===== src/rtl/ram_copy_engine.sv =====
`default_nettype none
// ============================================================================
//  Module   : ram_copy_engine
//  Purpose  : Bus initiator for a RAM64-style word memory. Copies a block of
//             len words from src to dst, one read cycle followed by one
//             write cycle per word, in strictly ascending address order.
//             Addresses wrap modulo 2**ADDR_W.
//  Ports    : clk, rst_n        clock, asynchronous active-low reset
//             start             copy request, sampled only when idle
//             src, dst, len     block description, captured with start
//                               (len above 2**ADDR_W saturates)
//             busy, done        busy during READ/WRITE, done one-cycle pulse
//             mem_address       memory address
//             mem_load          memory write enable (WRITE state only)
//             mem_in            write data (hold register)
//             mem_out           memory read data (combinational read)
//  Revision : 1.0  initial release
// ============================================================================
module ram_copy_engine #(
    parameter int ADDR_W = 6,
    parameter int DATA_W = 16
) (
    input  logic              clk,
    input  logic              rst_n,
    input  logic              start,
    input  logic [ADDR_W-1:0] src,
    input  logic [ADDR_W-1:0] dst,
    input  logic [ADDR_W:0]   len,
    output logic              busy,
    output logic              done,
    output logic [ADDR_W-1:0] mem_address,
    output logic              mem_load,
    output logic [DATA_W-1:0] mem_in,
    input  logic [DATA_W-1:0] mem_out
);

    // Largest legal block: the whole address space.
    localparam logic [ADDR_W:0] MAX_LEN = {1'b1, {ADDR_W{1'b0}}};

    typedef enum logic [1:0] {
        IDLE  = 2'd0,
        READ  = 2'd1,
        WRITE = 2'd2,
        DONE  = 2'd3
    } state_t;

    state_t            state;
    logic [ADDR_W-1:0] cur_src;
    logic [ADDR_W-1:0] cur_dst;
    logic [ADDR_W:0]   count;
    logic [DATA_W-1:0] hold;
    logic [ADDR_W:0]   len_sat;

    assign len_sat = (len > MAX_LEN) ? MAX_LEN : len;

    // Write data is always the hold register; it only matters while mem_load=1.
    assign mem_in = hold;

    // All outputs are registered alongside the state so that they are
    // decoded from state only: each transition sets the values the next
    // state must present.
    always_ff @(posedge clk or negedge rst_n) begin
        if (!rst_n) begin
            state       <= IDLE;
            cur_src     <= '0;
            cur_dst     <= '0;
            count       <= '0;
            hold        <= '0;
            busy        <= 1'b0;
            done        <= 1'b0;
            mem_load    <= 1'b0;
            mem_address <= '0;
        end else begin
            case (state)
                IDLE: begin
                    done        <= 1'b0;
                    mem_load    <= 1'b0;
                    mem_address <= '0;
                    if (start) begin
                        cur_src <= src;
                        cur_dst <= dst;
                        count   <= len_sat;
                        if (len_sat == '0) begin
                            state <= DONE;
                            busy  <= 1'b0;
                            done  <= 1'b1;
                        end else begin
                            state       <= READ;
                            busy        <= 1'b1;
                            mem_address <= src;
                        end
                    end
                end

                READ: begin
                    hold        <= mem_out;
                    state       <= WRITE;
                    mem_address <= cur_dst;
                    mem_load    <= 1'b1;
                end

                WRITE: begin
                    // The memory stores hold at cur_dst on this edge.
                    cur_src  <= cur_src + ADDR_W'(1);
                    cur_dst  <= cur_dst + ADDR_W'(1);
                    count    <= count - (ADDR_W + 1)'(1);
                    mem_load <= 1'b0;
                    if (count == (ADDR_W + 1)'(1)) begin
                        state       <= DONE;
                        busy        <= 1'b0;
                        done        <= 1'b1;
                        mem_address <= '0;
                    end else begin
                        state       <= READ;
                        mem_address <= cur_src + ADDR_W'(1);
                    end
                end

                DONE: begin
                    // start is deliberately not looked at here: no queueing.
                    state       <= IDLE;
                    done        <= 1'b0;
                    busy        <= 1'b0;
                    mem_load    <= 1'b0;
                    mem_address <= '0;
                end

                default: begin
                    state       <= IDLE;
                    busy        <= 1'b0;
                    done        <= 1'b0;
                    mem_load    <= 1'b0;
                    mem_address <= '0;
                end
            endcase
        end
    end

endmodule
`default_nettype wire


===== config.mk =====
export PLATFORM = sky130hd
export DESIGN_NAME = ram_copy_engine
export DESIGN_NICKNAME = d
export VERILOG_FILES = /design/src/rtl/ram_copy_engine.sv
export SDC_FILE = /design/constraint.sdc
export NUM_CORES = 1
export LEC_CHECK = 0
export ABC_AREA = 1
export CAP_MARGIN = 20
export CORE_ASPECT_RATIO = 1.1
export CORE_MARGIN = 2
export CORE_UTILIZATION = 44
export CTS_CLUSTER_SIZE = 12
export DETAILED_ROUTE_END_ITERATION = 16
export MAX_ROUTING_LAYER = met4
export PLACE_DENSITY = 0.77
export SKIP_LAST_GASP = 1
export SLEW_MARGIN = 20
export SYNTH_ARGS = -nofsm -noshare
export SYNTH_HDL_FRONTEND = slang
export SYNTH_SLANG_ARGS = --single-unit

===== constraint.sdc =====
create_clock -name clk -period 1.3 [get_ports clk]
set_input_delay 0.195 -clock clk [delete_from_list [all_inputs] [get_ports clk]]
set_output_delay 0.195 -clock clk [all_outputs]
set_load 0.05 [all_outputs]

# ---- Yosys cells after proc, flatten, opt, wreduce, memory -nomap -nowiden
# Cells that the tools add are included.
dict set report totals {
  in_bits 38
  output_inout_bits 25
  word_cells 51
  ff_bits 46
}
dict set report op_classes {
  add_sub_neg 3
  n_eq_ne 6
  reduce_logical 8
  n_mux 24
  n_lt_le_gt_ge 1
}
# op count
set op_table {}
lappend op_table {{$mux 6} 5}
lappend op_table {{$pmux 6 s2} 2}
lappend op_table {{$pmux 6 s4} 1}
lappend op_table {{$mux 7} 2}
lappend op_table {{$pmux 7 s2} 1}
lappend op_table {{$add 6x1->6 const B} 2}
lappend op_table {{$pmux 2 s4} 1}
lappend op_table {{$eq 7x1->1 const B} 1}
lappend op_table {{$gt 7x7->1 const B} 1}
lappend op_table {{$logic_not 7->1} 1}
lappend op_table {{$sub 7x1->7 const B} 1}
lappend op_table {{$mux 1} 6}
lappend op_table {{$mux 2} 3}
lappend op_table {{$pmux 1 s3} 2}
lappend op_table {{$eq 2x2->1 const B} 2}
lappend op_table {{$ne 2x2->1 const B} 2}
lappend op_table {{$reduce_and 2->1} 2}
lappend op_table {{$reduce_and 3->1} 1}
lappend op_table {{$reduce_bool 3->1} 1}
lappend op_table {{$reduce_or 3->1} 1}
lappend op_table {{$eq 2x1->1 const B} 1}
lappend op_table {{$logic_not 2->1} 1}
lappend op_table {{$pmux 1 s2} 1}
lappend op_table {{$reduce_bool 2->1} 1}

# ---- Depth between registers and ports, before layout
# Gate-level depths: netlist of the first run.
dict set report depth {
  ltp_word 6
  depth_mapped 10
}

# ---- Worst setup path before layout of the first run
# No wires, ideal clock.
dict set report synth_path {
  path_kind {reg-to-reg}
  startpoint {register state[1]}
  endpoint {register cur_dst[2]}
  required_time_ns 1.171
  stages_incl_launch_ff 8
  path_buffers 1
  slack_ns 0.094
  arrival_time_ns 1.076
  synth_period_minus_slack_ns 1.206
  path_cell_list {dfrtp_1 > nor2_2 > nand2_4 > nand2_2 > inv_2 > buf_6 > nand2_1 > nand3_1}
}
dict set report synth_between {
  elab_chain_cells 3
}
# element line_no
set synth_rtl {}
lappend synth_rtl {{from (decl)} 47} ;# state_t state;
lappend synth_rtl {{from (signal assigned)} 64} ;# state <= IDLE;
lappend synth_rtl {{from (signal assigned)} 84} ;# state <= DONE;
lappend synth_rtl {{from (signal assigned)} 88} ;# state <= READ;
lappend synth_rtl {{$eq 2x2->1 or $logic_not 2->1 (tied branches)} 74} ;# case (state)
lappend synth_rtl {{$reduce_bool 2->1 (no line) or $ne 2x2->1 (tied branches)} n/a}
lappend synth_rtl {{$reduce_and 2->1 (no line)} n/a}
lappend synth_rtl {{to (signal assigned)} 81} ;# cur_dst <= dst;
lappend synth_rtl {{to (signal assigned)} 105} ;# cur_dst <= cur_dst + ADDR_W'(1);
lappend synth_rtl {{to (decl)} 49} ;# logic [ADDR_W-1:0] cur_dst;
# Several ways; a longest one is shown, not always the timed one.
# A chain may end at the register's enable or synchronous reset.

# ---- Worst setup path in the final report of the first run
dict set report layout_path {
  startpoint {register count[1]}
  endpoint {register mem_address[1]}
}
dict set report layout_between {
  elab_chain_cells 3
}
# element line_no
set layout_rtl {}
lappend layout_rtl {{from (decl)} 50} ;# logic [ADDR_W:0] count;
lappend layout_rtl {{from (signal assigned)} 82} ;# count <= len_sat;
lappend layout_rtl {{from (signal assigned)} 106} ;# count <= count - (ADDR_W + 1)'(1);
lappend layout_rtl {{$eq 7x1->1} 108} ;# if (count == (ADDR_W + 1)'(1)) begin
lappend layout_rtl {{$mux 6} 108}
lappend layout_rtl {{$pmux 6 s4} 74}
lappend layout_rtl {{to (signal assigned)} 90} ;# mem_address <= src;
lappend layout_rtl {{to (signal assigned)} 98} ;# mem_address <= cur_dst;
lappend layout_rtl {{to (signal assigned)} 115} ;# mem_address <= cur_src + ADDR_W'(1);
lappend layout_rtl {{to (decl)} 31} ;# output logic [ADDR_W-1:0] mem_address,
# Every way passes these cells.

==> metrics.md, run 1 <==
| Metric | Value |
|---|---|
| Status | finished, violations left |
| Failing checks | negative setup slack |
| Crit path cell chain | inv_2 > ha_4 > nand2_2 > nor2_2 > nand2_2 > buf_6 > a22oi_2 > nand2_1 |
| Area Growth Syn to Fin | 56.4% |
| Initial DRC Count | 187 |
| PwrDens | 2730 mW/mm^2 |
| Worst-path fanout max | 3 |
| WP data arrival | 1.51 ns |
| Yosys cell types | 26 |
| Diodes inserted | 0 |
| H-tree depth | 2 |
| Syn nets | 353 |
| Ys flop type | dfrtp_1 |
| End of the critical path | mem_address[1] |
| Hold WS | 0.403 ns |
| Critical path type | register to register |
| Hpwl dp | 4430 um |
| Clk_lat worst skew | 0.30 ns |
| Overflow after GRT | 0 |
| WP data required | 1.49 ns |
| Synth warnings | 0 |
| First-pass GRT wire length | 9980 um |
| Final Skew | 0.00346 ns |
| Die Ht | 80.6 um |
| Synth Instances | 311 |
| CTS buffer count | 5 |
| Part of the Yosys area used for sequential elements | 0.490 |
| FF+latch count, synth | 46 |
| Initial Util | 0.463 |
| Wire per inst | 13.4 um |
| Vias in the first global route | 2251 |
| Slew margin rel. | 0.802 |
| Mean Syn Cell Area | 7.55 um^2 |
| Final worst-path setup slack | -0.0138 ns |
| Core ar. | 0.00507 mm^2 |
| CTS tree | yes |
| Pleak | 1.80 nW |
| Reg clk slew, reported paths | 0.09 ns |
| Placed Cells incl. Taps | 447 |
| Initial antenna violation count | 0 |
| CP peak stage delay | 0.40 ns |
| RSZ-0062 raised after global routing | yes |
| Origin of the worst setup path | count[1] |
| Clk sink count | 46 |
| Pwr Total | 10.0 mW |
| # nets final | 442 |
| Tmin final | 1.31 ns |
| Setup crit end kind | register |
| Post-Route WL | 6160 um |
| Die footprint | 0.00594 mm^2 |
| Gr usage total | 0.221 |
| Reg-to-reg startpoint | count[1] |
| First-pass DRT Iterations | 4 |
| Via density per instance | 5.11 |
| R2R depth | 8 |
| Total of max-cap violations | 0 |
| Crit start category | register |
| Number of synthesized flops with an enable pin | 0 |
| Synthesized cell area | 0.00235 mm^2 |
| Post-route setup TNS | -0.0138 ns |
| Largest net degree at the start of global routing | 47 |
| Worst Tran Pin Value | 0.295 ns |
| Ports | 63 |
| Final ANT Viol Nets | 0 |
| Finished Core Util | 0.725 |
| Fmax | 761 MHz |
| R2R setup slack | -0.01 ns |
| Peak supply drop | 1.56 mV |
| Hold Vio Cnt, Final | 0 |
| Max-slew violations | 0 |
| Cell at the slowest stage of the critical path | dfrtp_1 |
| Min-delay worst type | input port to async pin |
| Clk root buf | clkbuf_8 |
| Reg2reg end | mem_address[1] |
| Num rows | 27 |
| Layout cells sized above 1 | 0.222 |
| Clock Path Buffers | 2 |
| Die Wd | 73.7 um |
| Most frequent CP cell | nand2_2 |
| Tcrit/Tclk final | 1.01 |
| Non-filler cells, final | 459 |
| DR DRC count | 0 |
| Final setup fails | 1 |
| Buffers on Ports | 62 |
| Routability cong. | 0.847 |
| Ys async rst share | 1.00 |
| Vias | 2344 |
-- report_power, final --
| part | switching, mW | total (mW) | internal [mW] |
|---|---|---|---|
| registers | 0.736 | 2.87 | 2.13 |
| logic | 3.38 | 6.26 | 2.87 |
| clock network | 0.485 | 0.915 | 0.430 |
| total | 4.60 | 10.0 | 5.43 |
-- synth_stat cells (2+ instances only) --
| cell type | number | share of area |
|---|---|---|
| buf_2 | 3 | 0.0064 |
| nand2_1 | 136 | 0.22 |
| dfrtp_1 | 46 | 0.49 |
| o21ai_0 | 6 | 0.013 |
| a21oi_1 | 4 | 0.0085 |
| nand3_1 | 34 | 0.072 |
| o211ai_1 | 4 | 0.013 |
| inv_1 | 19 | 0.030 |
| nor2_2 | 3 | 0.0080 |
| nand2_2 | 2 | 0.0053 |
| or2_2 | 2 | 0.0053 |
| ha_1 | 4 | 0.021 |
| nand3b_1 | 2 | 0.0064 |
| nor3_1 | 2 | 0.0043 |
| inv_2 | 4 | 0.0064 |
| nor2_1 | 27 | 0.043 |
| buf_6 | 4 | 0.019 |
-- worst max-delay path: cells and delay by family (launching register included) --
kind	cells	cell delay [ns]
compound gates	1	0.14
fa+ha+maj	1	0.13
buf+inv	2	0.22
flops	1	0.40
simple gates	4	0.33
-- cell usage in the layout, fill, tap and decap left out, types with 2 or more instances in the layout --
cell	count
nand2_1	132
dfrtp_1	44
clkdlybuf4s50_1	36
nand3_1	33
buf_12	29
nor2_1	25
buf_4	18
inv_1	16
clkbuf_8	6
inv_2	5
nand2_2	5
o21ai_0	5
buf_6	5
o211ai_1	4
a21oi_1	4
nor2_2	3
nor2_4	2
nand2_4	2
or2_2	2
nand3b_1	2
inv_4	2
nor3_1	2
ha_1	2
ha_4	2
dfrtp_2	2
-- repair_timing --
action | 4_1_cts | 5_1_grt
pin swaps | 2 | 11
endpoints found under the hold margin | 46 | 0
buffers inserted | 1 | 2
hold buffers | 1 | 0
endpoints found under the setup margin | 8 | 20
resized for setup | 9 | 23
-- kinds of logic after synthesis --
kind of cell,share of synthesized area
adder cells (fa/ha/maj),0.0213
AO/OA/AOI/OAI,0.0426
XOR/XNOR,0.00746
buffers and inverters,0.0655
AND/OR/NAND/NOR,0.373
flip-flops,0.490
-- per-layer routing --
layer  up-vias  wire (um)  track usage
met3         5        248       0.0326
met2        64       3260        0.370
met1      1119       2600        0.280
met4         0         51       0.0582
met5         -          0            -
li1       1156          -            -
-- state kept, by name, summed over array words and instances (netlist names) --
register,flops
cur_src,6
cur_dst,6
busy,1
state,2
mem_load,1
mem_address,6
done,1
mem_in,16
count,7
-- stage by stage --
| step | cell area, um^2 | setup slack (ns) |
|---|---|---|
| 6_report | 3670 | -0.0138 |
| 5_1_grt | 3670 | -0.0712 |
| 4_1_cts | 3570 | -0.00482 |
| 3_5_place_dp | 3440 | -0.222 |
| 3_3_place_gp | 3440 | -0.138 |
| 2_1_floorplan | 2350 | 0.0943 |
-- worst min-delay path by stage --
stage,startpoint,end,slack [ns]
after detailed placement,rst_n,cur_src[3],0.20
after CTS,rst_n,cur_dst[3],0.42
final,rst_n,cur_src[3],0.40
after floorplan,rst_n,busy,-0.10
after global placement,rst_n,cur_src[4],0.20
after global routing,rst_n,cur_src[3],0.46
-- area by class of cell --
| cell class | instances | area, um^2 |
|---|---|---|
| Clock buffer | 7 | 86.3 |
| Clock inverter | 1 | 5.00 |
| Fill cell | 379 | 1390 |
| Inverter | 23 | 91.3 |
| Multi-Input combinational cell | 234 | 1120 |
| Sequential cell | 46 | 1150 |
| Tap cell | 58 | 72.6 |
| Timing Repair Buffer | 90 | 1150 |
(Power assumes the default switching activity.)
==> inputs of run 2 (changes only) <==
--- a/config.mk
+++ b/config.mk
@@ -6,14 +6,18 @@
 export NUM_CORES = 1
 export LEC_CHECK = 0
 export ABC_AREA = 1
+export ABC_CLOCK_PERIOD_IN_PS = 1300
 export CAP_MARGIN = 20
+export CELL_PAD_IN_SITES_DETAIL_PLACEMENT = 0
+export CELL_PAD_IN_SITES_GLOBAL_PLACEMENT = 1
 export CORE_ASPECT_RATIO = 1.1
 export CORE_MARGIN = 2
-export CORE_UTILIZATION = 44
+export CORE_UTILIZATION = 32
+export CTS_BUF_LIST = sky130_fd_sc_hd__clkbuf_8
 export CTS_CLUSTER_SIZE = 12
 export DETAILED_ROUTE_END_ITERATION = 16
 export MAX_ROUTING_LAYER = met4
-export PLACE_DENSITY = 0.77
+export PLACE_DENSITY_LB_ADDON = 0.1
 export SKIP_LAST_GASP = 1
 export SLEW_MARGIN = 20
 export SYNTH_ARGS = -nofsm -noshare
==> run 2 against run 1 <==
  * The flow now finishes without violations
  * Setup slack gained 0.057 ns
  * Global-route usage fell by 4.5 points
  * Sequential power about the same
  * Clock-buffer cell count fell by 1
  * Sequential share of layout area decreased by 0.37 points
  * Clock skew hardly changed
  * Largest power group unchanged
  * Die area rose by 35%
  * Critical endpoint is now done
  * Maximum frequency rose by 4.5%
  * Worst hold slack worse by 0.070 ns
  * Cell count up 6.1%
==> metrics.md, run 2 (synthesis results as in run 1) <==
| Metric | Value |
|---|---|
| Status | finished, final reports clean |
| Die footprint | 0.00804 mm^2 (+35%) |
| WP data arrival | 1.46 ns (-0.05 ns) |
| Worst path top cell family by delay | simple AND/OR/NAND/NOR gates |
| CP peak stage delay | 0.46 ns (+0.06 ns) |
| Fillers | 696 (+84%) |
| Final ANT Viol Nets | 0 (unchanged) |
| Final worst-path setup slack | 0.0429 ns (+0.0567 ns) |
| Gr usage total | 0.176 (-0.0451) |
| Clock Path Buffers | 2 (unchanged) |
| Hpwl dp | 4780 um (+8.0%) |
| Most frequent CP cell | nand2_2 |
| Most frequent cells in the layout | nand2_1, dfrtp_1, clkdlybuf4s50_1 |
| CTS tree | yes |
| Pleak | 1.81 nW (+0.31%) |
| Max-slew violations | 0 (unchanged) |
| Final Skew | 0.00340 ns (-0.0000614 ns) |
| H-tree depth | 2 (unchanged) |
| Initial DRC Count | 60 (-68%) |
| PwrDens | 2710 mW/mm^2 (-0.79%) |
| Non-filler cells, final | 487 (+6.1%) |
| Die Ht | 93.9 um (+16%) |
| Final setup fails | 0 (-1) |
| GR Layer Usage met2 | 0.309 (-0.0604) |
| Routability cong. | 0.762 (-10%) |
| R2R setup slack | 0.04 ns (+0.06 ns) |
| Via density per instance | 4.65 (-8.9%) |
| R2R depth | 7 (-1) |
| RSZ-0062 raised after global routing | yes |
| Vias in the first global route | 2249 (-0.089%) |
| Slew margin rel. | 0.773 (-0.0295) |
| Dpl ws | -0.169 ns (+0.0528 ns) |
| Wire per inst | 13.2 um (-1.6%) |
| Placed Cells incl. Taps | 473 (+5.8%) |
| First-pass GRT wire length | 10800 um (+8.0%) |
| Buffers on Ports | 62 (unchanged) |
| Area Growth Syn to Fin | 58.3% |
| Post-Route WL | 6430 um (+4.4%) |
| Worst-path fanout max | 6 (+3) |
| Reg clk slew, reported paths | 0.09 ns (about the same) |
| Most common cell after layout, fill and taps aside | nand2_1 |
| Peak supply drop | 1.47 mV (-5.5%) |
| Met3 usage | 0.0272 (-0.00538) |
| Core ar. | 0.00705 mm^2 (+39%) |
| Tmin final | 1.26 ns (-0.0567 ns) |
| Die Wd | 85.7 um (+16%) |
| Tcrit/Tclk final | 0.967 (-0.0436) |
| Worst Tran Pin Value | 0.341 ns (+0.0453 ns) |
| # nets final | 443 (+0.23%) |
| Largest net degree at the start of global routing | 35 (-26%) |
| Reg-to-reg startpoint | state[0] |
| Initial Util | 0.333 (-0.130) |
| Ports | 63 (unchanged) |
| Initial antenna violation count | 0 (unchanged) |
| Fmax | 795 MHz (+4.5%) |
| Worst Path Buf+Inv | 2 (unchanged) |
| Total of max-cap violations | 0 (unchanged) |
| GRT met1 Usage | 0.212 (-0.0678) |
| First-pass DRT Iterations | 4 (unchanged) |
| Layout cells sized above 1 | 0.246 (+0.0243) |
| Diodes inserted | 0 (unchanged) |
| Critical path type | register to register |
| Num rows | 32 (+19%) |
| Overflow after GRT | 0 (unchanged) |
| Hold Vio Cnt, Final | 0 (unchanged) |
| Cell at the slowest stage of the critical path | dfrtp_2 |
| Setup crit end kind | register |
| Post-route setup TNS | 0 ns (+0.0138 ns) |
| Min-delay worst type | input port to async pin |
| Reg2reg end | done |
| Clk_lat worst skew | 0.30 ns (about the same) |
| Clk sink count | 46 (unchanged) |
| Vias | 2265 (-3.4%) |
| WP data required | 1.50 ns (about the same) |
| CTS buffer count | 5 (unchanged) |
| Crit start category | register |
| Crit path cell chain | nor2_4 > buf_4 > nand2_4 > nand2_2 > nand2_2 > nand2_2 > inv_1 |
| DR DRC count | 0 (unchanged) |
| Most used routing layer | met2 |
| Clk root buf | clkbuf_8 |
| Max reg flops | 16 (unchanged) |
run 2: changes by cell type in the layout (fill, tap and decap cells not counted), moves of 3 or more:
cell,before,now
nand2_1,132,128
nand2_2,5,9
nor2_1,25,22
buf_4,18,21
run 2: worst reg2reg max path: cells and delay by family, from the launching register on:
| kind | cells | cell delay (ns) |
|---|---|---|
| simple gates | 5 | 0.50 |
| flops | 1 | 0.46 |
| buf+inv | 2 | 0.20 |
run 2: timing repair:
item / CTS / global route
buffers inserted: 2 / 4
hold buffers: 1 / 0
pin swaps: 2 / 13
hold endpoints to repair: 12 / 0
gates cloned: 0 / 0
resized for setup: 9 / 28
setup endpoints to repair: 16 / 19
run 2: stage by stage:
stage               hold WS, ns  utilization  instance area [um^2]  power, mW
detailed placement        0.127        0.490                  3450       8.80
CTS                       0.330        0.509                  3590       9.85
global route              0.361        0.528                  3720       10.9
finish                    0.332        0.528                  3720       10.1
floorplan                -0.101            -                  2350       5.97
global placement          0.124        0.490                  3450       8.73
run 2: where the power goes:
part / internal (mW) / total, mW / switching [mW]
sequential: 2.13 / 2.87 / 0.738
clock: 0.428 / 0.936 / 0.507
combinational: 2.89 / 6.27 / 3.39
run 2: worst max-delay path by stage:
stage / startpoint / end / depth (start not counted)
5_1_grt: count[1] / count[5] / 8
2_1_floorplan: state[1] / cur_dst[2] / 7
3_5_place_dp: len[2] / mem_address[5] / 7
4_1_cts: count[1] / done / 10
6_report: state[0] / done / 7
3_3_place_gp: len[2] / mem_address[5] / 7
run 2: cell type report:
type,instances,area (um^2),area share
clock buffer,6,82.6,0.0222
inverter,23,88.8,0.0239
tap,85,106,0.0286
sequential,46,1150,0.310
timing repair buffer,91,1130,0.304
multi-input combinational,234,1140,0.308
clock inverter,2,12.5,0.00337
run 2: per-layer routing:
metal | up-vias | part of all wire
met5 | - | 0
met1 | 1043 | 0.43
met3 | 6 | 0.043
met4 | 0 | 0.010
li1 | 1161 | -
met2 | 55 | 0.51
